**config.mk**
```make
export PLATFORM = sky130hd
export DESIGN_NAME = hlsm_job_sched_flat
export DESIGN_NICKNAME = d
export VERILOG_FILES = /design/src/rtl/hlsm_job_sched_if.sv /design/src/rtl/hlsm_job_sched.sv /design/src/flat_wrapper.sv
export SDC_FILE = /design/constraint.sdc
export NUM_CORES = 1
export LEC_CHECK = 0
export BUFFER_PORTS_ARGS = -buffer_cell sky130_fd_sc_hd__buf_2
export CAP_MARGIN = 20
export CORE_AREA = 2 2 246 248
export CTS_BUF_LIST = sky130_fd_sc_hd__clkbuf_4
export DETAILED_ROUTE_END_ITERATION = 6
export DIE_AREA = 0 0 248 250
export SLEW_MARGIN = 25
export SYNTH_ARGS = -nofsm -noshare
export SYNTH_HDL_FRONTEND = slang
export SYNTH_SLANG_ARGS = --single-unit
export TNS_END_PERCENT = 30
```
**constraint.sdc**
```tcl
create_clock -name Clk -period 2.3 [get_ports Clk]
set_input_delay 0.115 -clock Clk [delete_from_list [all_inputs] [get_ports Clk]]
set_output_delay 0.115 -clock Clk [all_outputs]
set_load 0.02 [all_outputs]
```
**src/rtl/hlsm_job_sched_if.sv**
```systemverilog
// Requester, response and kernel-side signals of the shared-kernel job scheduler.
// master = scheduler, slave = requesters/consumer/kernel environment.
interface hlsm_job_sched_if #(
  parameter int NUM_REQ = 4,
  parameter int DATA_W  = 32
);
  localparam int IDW = $clog2(NUM_REQ);

  logic [NUM_REQ-1:0]        req;
  logic [NUM_REQ*DATA_W-1:0] req_a;
  logic [NUM_REQ*DATA_W-1:0] req_b;
  logic [NUM_REQ*DATA_W-1:0] req_c;
  logic [NUM_REQ-1:0]        ack;

  logic                      rsp_valid;
  logic                      rsp_ready;
  logic [IDW-1:0]            rsp_id;
  logic [DATA_W-1:0]         rsp_z;
  logic [DATA_W-1:0]         rsp_x;
  logic                      rsp_err;
  logic                      busy;

  logic                      k_start;
  logic [DATA_W-1:0]         k_a;
  logic [DATA_W-1:0]         k_b;
  logic [DATA_W-1:0]         k_c;
  logic                      k_done;
  logic [DATA_W-1:0]         k_z;
  logic [DATA_W-1:0]         k_x;

  modport master (
    input  req, req_a, req_b, req_c,
    input  rsp_ready, k_done, k_z, k_x,
    output ack, rsp_valid, rsp_id, rsp_z,
    output rsp_x, rsp_err, busy,
    output k_start, k_a, k_b, k_c
  );

  modport slave (
    output req, req_a, req_b, req_c,
    output rsp_ready, k_done, k_z, k_x,
    input  ack, rsp_valid, rsp_id, rsp_z,
    input  rsp_x, rsp_err, busy,
    input  k_start, k_a, k_b, k_c
  );
endinterface

```
**src/rtl/hlsm_job_sched.sv**
```systemverilog
// Round-robin scheduler sharing one Start/Done kernel among NUM_REQ requesters.
// One job in flight; operands held from grant until the next grant.
module hlsm_job_sched #(
  parameter int NUM_REQ = 4,
  parameter int DATA_W  = 32,
  parameter int TIMEOUT = 64
) (
  input logic             Clk,
  input logic             Rst,
  hlsm_job_sched_if.master bus
);
  localparam int IDW = $clog2(NUM_REQ);
  localparam int TW  = $clog2(TIMEOUT + 1);

  typedef enum logic [1:0] {
    IDLE,
    LAUNCH,
    BUSY,
    RESP
  } state_t;

  state_t             state_q, state_d;
  logic [IDW-1:0]     ptr_q, ptr_d;
  logic [IDW-1:0]     gnt_q, gnt_d;
  logic [NUM_REQ-1:0] ack_q, ack_d;
  logic               kst_q, kst_d;
  logic [DATA_W-1:0]  ka_q, ka_d;
  logic [DATA_W-1:0]  kb_q, kb_d;
  logic [DATA_W-1:0]  kc_q, kc_d;
  logic               vld_q, vld_d;
  logic [IDW-1:0]     rid_q, rid_d;
  logic [DATA_W-1:0]  rz_q, rz_d;
  logic [DATA_W-1:0]  rx_q, rx_d;
  logic               err_q, err_d;
  logic               busy_q, busy_d;
  logic [TW-1:0]      tmr_q, tmr_d;

  logic               pick_vld;
  logic [IDW-1:0]     pick;
  logic [IDW:0]       sum;

  // Walk offsets high to low so the nearest set bit at/after ptr wins.
  always_comb begin
    pick_vld = 1'b0;
    pick     = ptr_q;
    sum      = '0;
    for (int k = NUM_REQ - 1; k >= 0; k--) begin
      sum = {1'b0, ptr_q} + (IDW+1)'(k);
      if (sum >= (IDW+1)'(NUM_REQ))
        sum = sum - (IDW+1)'(NUM_REQ);
      if (bus.req[sum[IDW-1:0]]) begin
        pick_vld = 1'b1;
        pick     = sum[IDW-1:0];
      end
    end
  end

  always_comb begin
    state_d = state_q;
    ptr_d   = ptr_q;
    gnt_d   = gnt_q;
    ack_d   = '0;
    kst_d   = 1'b0;
    ka_d    = ka_q;
    kb_d    = kb_q;
    kc_d    = kc_q;
    vld_d   = vld_q;
    rid_d   = rid_q;
    rz_d    = rz_q;
    rx_d    = rx_q;
    err_d   = err_q;
    tmr_d   = tmr_q;
    unique case (state_q)
      IDLE: begin
        if (pick_vld) begin
          gnt_d   = pick;
          ka_d    = bus.req_a[int'(pick)*DATA_W +: DATA_W];
          kb_d    = bus.req_b[int'(pick)*DATA_W +: DATA_W];
          kc_d    = bus.req_c[int'(pick)*DATA_W +: DATA_W];
          ack_d   = NUM_REQ'(1) << pick;
          kst_d   = 1'b1;
          state_d = LAUNCH;
        end
      end
      LAUNCH: begin
        tmr_d   = '0;
        state_d = BUSY;
      end
      BUSY: begin
        if (bus.k_done) begin
          rz_d    = bus.k_z;
          rx_d    = bus.k_x;
          err_d   = 1'b0;
          rid_d   = gnt_q;
          vld_d   = 1'b1;
          state_d = RESP;
        end else if (tmr_q == TW'(TIMEOUT - 1)) begin
          rz_d    = '0;
          rx_d    = '0;
          err_d   = 1'b1;
          rid_d   = gnt_q;
          vld_d   = 1'b1;
          state_d = RESP;
        end else begin
          tmr_d = tmr_q + TW'(1);
        end
      end
      RESP: begin
        if (vld_q && bus.rsp_ready) begin
          vld_d   = 1'b0;
          ptr_d   = (gnt_q == IDW'(NUM_REQ - 1)) ?
                    '0 : gnt_q + IDW'(1);
          state_d = IDLE;
        end
      end
      default: state_d = IDLE;
    endcase
    busy_d = (state_d != IDLE);
  end

  always_ff @(posedge Clk) begin
    if (!Rst) begin
      state_q <= IDLE;
      ptr_q   <= '0;
      gnt_q   <= '0;
      ack_q   <= '0;
      kst_q   <= 1'b0;
      ka_q    <= '0;
      kb_q    <= '0;
      kc_q    <= '0;
      vld_q   <= 1'b0;
      rid_q   <= '0;
      rz_q    <= '0;
      rx_q    <= '0;
      err_q   <= 1'b0;
      busy_q  <= 1'b0;
      tmr_q   <= '0;
    end else begin
      state_q <= state_d;
      ptr_q   <= ptr_d;
      gnt_q   <= gnt_d;
      ack_q   <= ack_d;
      kst_q   <= kst_d;
      ka_q    <= ka_d;
      kb_q    <= kb_d;
      kc_q    <= kc_d;
      vld_q   <= vld_d;
      rid_q   <= rid_d;
      rz_q    <= rz_d;
      rx_q    <= rx_d;
      err_q   <= err_d;
      busy_q  <= busy_d;
      tmr_q   <= tmr_d;
    end
  end

  assign bus.ack       = ack_q;
  assign bus.k_start   = kst_q;
  assign bus.k_a       = ka_q;
  assign bus.k_b       = kb_q;
  assign bus.k_c       = kc_q;
  assign bus.rsp_valid = vld_q;
  assign bus.rsp_id    = rid_q;
  assign bus.rsp_z     = rz_q;
  assign bus.rsp_x     = rx_q;
  assign bus.rsp_err   = err_q;
  assign bus.busy      = busy_q;
endmodule
```
**src/flat_wrapper.sv**
```systemverilog
// flat-port wrapper written by rule: the top's interface ports become plain ports
module hlsm_job_sched_flat 
#(
  parameter int NUM_REQ = 4,
  parameter int DATA_W  = 32,
  parameter int TIMEOUT = 64
)
  (Clk, Rst, bus_req, bus_req_a, bus_req_b, bus_req_c, bus_rsp_ready, bus_k_done, bus_k_z, bus_k_x, bus_ack, bus_rsp_valid, bus_rsp_id, bus_rsp_z, bus_rsp_x, bus_rsp_err, bus_busy, bus_k_start, bus_k_a, bus_k_b, bus_k_c);
  hlsm_job_sched_if #(.NUM_REQ(NUM_REQ), .DATA_W(DATA_W)) bus_i ();
  input logic Clk;
  input logic Rst;
  input wire logic [$bits(bus_i.req)-1:0] bus_req;
  input wire logic [$bits(bus_i.req_a)-1:0] bus_req_a;
  input wire logic [$bits(bus_i.req_b)-1:0] bus_req_b;
  input wire logic [$bits(bus_i.req_c)-1:0] bus_req_c;
  input wire logic [$bits(bus_i.rsp_ready)-1:0] bus_rsp_ready;
  input wire logic [$bits(bus_i.k_done)-1:0] bus_k_done;
  input wire logic [$bits(bus_i.k_z)-1:0] bus_k_z;
  input wire logic [$bits(bus_i.k_x)-1:0] bus_k_x;
  output wire logic [$bits(bus_i.ack)-1:0] bus_ack;
  output wire logic [$bits(bus_i.rsp_valid)-1:0] bus_rsp_valid;
  output wire logic [$bits(bus_i.rsp_id)-1:0] bus_rsp_id;
  output wire logic [$bits(bus_i.rsp_z)-1:0] bus_rsp_z;
  output wire logic [$bits(bus_i.rsp_x)-1:0] bus_rsp_x;
  output wire logic [$bits(bus_i.rsp_err)-1:0] bus_rsp_err;
  output wire logic [$bits(bus_i.busy)-1:0] bus_busy;
  output wire logic [$bits(bus_i.k_start)-1:0] bus_k_start;
  output wire logic [$bits(bus_i.k_a)-1:0] bus_k_a;
  output wire logic [$bits(bus_i.k_b)-1:0] bus_k_b;
  output wire logic [$bits(bus_i.k_c)-1:0] bus_k_c;
  assign bus_i.req = bus_req;
  assign bus_i.req_a = bus_req_a;
  assign bus_i.req_b = bus_req_b;
  assign bus_i.req_c = bus_req_c;
  assign bus_i.rsp_ready = bus_rsp_ready;
  assign bus_i.k_done = bus_k_done;
  assign bus_i.k_z = bus_k_z;
  assign bus_i.k_x = bus_k_x;
  assign bus_ack = bus_i.ack;
  assign bus_rsp_valid = bus_i.rsp_valid;
  assign bus_rsp_id = bus_i.rsp_id;
  assign bus_rsp_z = bus_i.rsp_z;
  assign bus_rsp_x = bus_i.rsp_x;
  assign bus_rsp_err = bus_i.rsp_err;
  assign bus_busy = bus_i.busy;
  assign bus_k_start = bus_i.k_start;
  assign bus_k_a = bus_i.k_a;
  assign bus_k_b = bus_i.k_b;
  assign bus_k_c = bus_i.k_c;
  hlsm_job_sched #(.NUM_REQ(NUM_REQ), .DATA_W(DATA_W), .TIMEOUT(TIMEOUT)) u_core (.Clk(Clk), .Rst(Rst), .bus(bus_i));
endmodule
```
==> run_results.csv <==
group,metric,value,unit
run_status,status,"finished clean",
floorplanning,fp-row-count,90,
finish,fin_nets,2631,
floorplanning,fp.dieH,250,microns
critical_path,crit_arrival,2.87,ns
clock_network,worst_skew_pair.late_latency,0.71,ns
synth,synth_cells,1121,
finish,fin_util,31.3,%
timing,finClkSkew,0.0375,ns
clock_network,cts.path.max_buffers,2,
drt,viasPerCell,4.76,
critical_path,start_kind,"flop",
critical_path,required,2.93,ns
clock_network,h-tree-depth,4,
timing,fin_setup_tns,0,ns
synth,yosys.area.top_type,"dfxtp_1",
power,p_leak,8.99,nW
grt,globalRoute.busiestLayer,"met2",
flow_run,drv_cap,0,
floorplanning,start_util,15.4,%
timing,finalCritPeriodShare,97.3,%
place,dp_hpwl,34900,microns
synth,synth_seq_cells,183,
synth,yosysSeqAreaShare,40.1,%
synth,syn_nets,1579,
drt,drt-pass1-iter-count,6,
critical_path,worstSetupEndpointType,"flop",
finish,area_growth,104,%
timing,worstMarginPinSlew,0.915,ns
finish,drive_gt1_share,33.5,%
critical_path,critPathKind,"reg2reg",
floorplanning,die_area,62000,sq um
grt,grt_pass1_wl,81400,microns
grt,grt_use_met2,29.1,%
clock_network,cts_tree,"yes",
grt,grt_max_degree,78,
floorplanning,io_pins,626,
drt,finalWirelength,56800,microns
timing,hold_viol_final,0,
power,total_power,9.02,mW
drt,avgRoutedWirePerCell,19.1,microns
synth,synth_area,9150,sq um
timing,slew_viol_final,0,
grt,grt_use_met3,4.95,%
synth,yosysMostFrequentCell,"nand3_1",
synth,synth_top_area_share,40.1,%
synth,yosysWarnings,0,
timing,slew_headroom,39.0,%
clock_network,path_clk_slew,0.19,ns
synth,ys_async_sr_fraction,0,%
grt,antenna_found_initial,12,
drt,drc,0,
floorplanning,die_width,248,microns
drt,via_count,14165,
floorplanning,core,59600,sq um
synth,yosys-top-cells-count,"nand3_1 (190), dfxtp_1 (183), a21oi_1 (102)",
clock_network,ctsRootBufferMaster,"clkbuf_4",
synth,synthFlopType,"dfxtp_1",
synth,ys_types,46,
drt,drtAntennaViolNets,0,
place,post_dp_cell_area,13500,sq um
power,vdd_drop_max,0.000323,V
drt,drt_iter0_drc,1165,
min_path,hp-class,"in2reg",
grt,grt_pass1_vias,14437,
timing,max_freq,447,MHz
critical_path,cp_max_fo,77,
finish,fin_area,18700,sq um
timing,post-route-min-period,2.24,ns
place,place_congestion,0.850,
synth,synthTopCellsByArea,"dfxtp_1 (40%), nand3_1 (10%), a211o_1 (8.9%)",
power,p_per_area,484,nW/um^2
clock_network,numCtsBuffers,17,
place,dp_slack,0.149,ns
timing,setup_violations,0,
clock_network,numClockSinks,183,
grt,grt_use_total,17.2,%
synth,synth_edf_count,0,
timing,rsz0062_at_grt,"false",
synth,syn_avg_cell_area,8.16,sq um
place,portBuffers,625,
grt,overflow,0,
grt,grtUsageMet1,19.4,%
timing,fin_ws,0.0610,ns
[registers in the layout (all words and copies together) (netlist names), 2 cells and up]
name and flops:
u_core.bus.k_a 32, u_core.bus.k_b 32, u_core.bus.k_c 32, u_core.bus.rsp_x 32, u_core.bus.rsp_z 32, u_core.tmr_q 7, u_core.bus.ack 4, u_core.bus.rsp_id 2
u_core.gnt_q 2, u_core.ptr_q 2, u_core.state_q 2
[critical path: stages (launching register included)]
cell and delay, ns:
dfxtp_1 0.37, nor2b_1 0.18, a2111o_2 0.56, buf_12 0.22
buf_4 0.27, nand3_1 0.11, o2bb2ai_1 0.08, a211o_1 0.29
[cell type report]
class                      instances  area, sq um
tap                              782          978
fill                            5993        40900
timing repair buffer            1160         8610
clock inverter                    14          205
antenna                           11         27.5
sequential                       183         3660
inverter                           3         11.3
clock buffer                      17          128
multi-input combinational        808         5030
[report_power, final]
part / total, mW / leakage, nW / internal, mW / switching [mW]
clock: 2.19 / 0.176 / 0.713 / 1.48
combinational: 3.16 / 7.32 / 1.54 / 1.62
sequential: 3.67 / 1.50 / 3.48 / 0.187
total: 9.02 / 8.99 / 5.73 / 3.28
[cells by family (layout without fill, tap and decap cells)]
logic type,count (synthesis),after routing,share of synthesized area (%)
AO/OA/AOI/OAI,473,473,36.1
XOR/XNOR,1,1,0.0958
adder cells (fa/ha/maj),2,2,0.274
buffers and inverters,130,1194,5.76
flip-flops,183,183,40.1
multiplexers,7,7,0.807
other,0,11,0
AND/OR/NAND/NOR,325,325,17.0
[layout by cell type, fill, tap and decap left out, types with 35 or more instances in the layout]
cell / count
buf_2: 625
dlygate4sd3_1: 478
nand3_1: 189
dfxtp_1: 183
a21oi_1: 102
o21ai_0: 100
a211o_1: 93
o2bb2ai_1: 93
nor2_1: 86
a22oi_1: 64
buf_4: 35
[per-stage QoR]
step	hold slack (ns)	std cells
2_1_floorplan	0.233	1121
3_3_place_gp	0.316	2458
3_5_place_dp	0.320	2458
4_1_cts	0.00127	2967
5_1_grt	0.0210	2978
6_report	0.141	2978
[per-layer routing]
metal | wire, microns | vias to the layer above
met4 | 2450 | 2
met2 | 27200 | 1063
met1 | 21100 | 6550
met5 | 13 | -
li1 | - | 6360
met3 | 6040 | 190
[repair_timing]
| item | in CTS | in global routing |
|---|---|---|
| endpoints found under the setup margin | 0 | 16 |
| setup buffers | 0 | 0 |
| endpoints found under the hold margin | 176 | 0 |
| hold buffers | 478 | 0 |
| gates resized for setup | 0 | 2 |
[final timing paths]
path | startpoint | slack [ns] | cells past startpoint | end
hold reg to reg | u_core.tmr_q[1] | 0.51 | 2 | u_core.tmr_q[1]
setup / recovery | u_core.ptr_q[1] | 0.06 | 7 | u_core.bus.k_b[18]
setup reg to reg | u_core.ptr_q[1] | 0.06 | 7 | u_core.bus.k_b[18]
hold / removal | bus_req_b[102] | 0.14 | 3 | u_core.bus.k_b[6]
(Power assumes the default switching activity.)
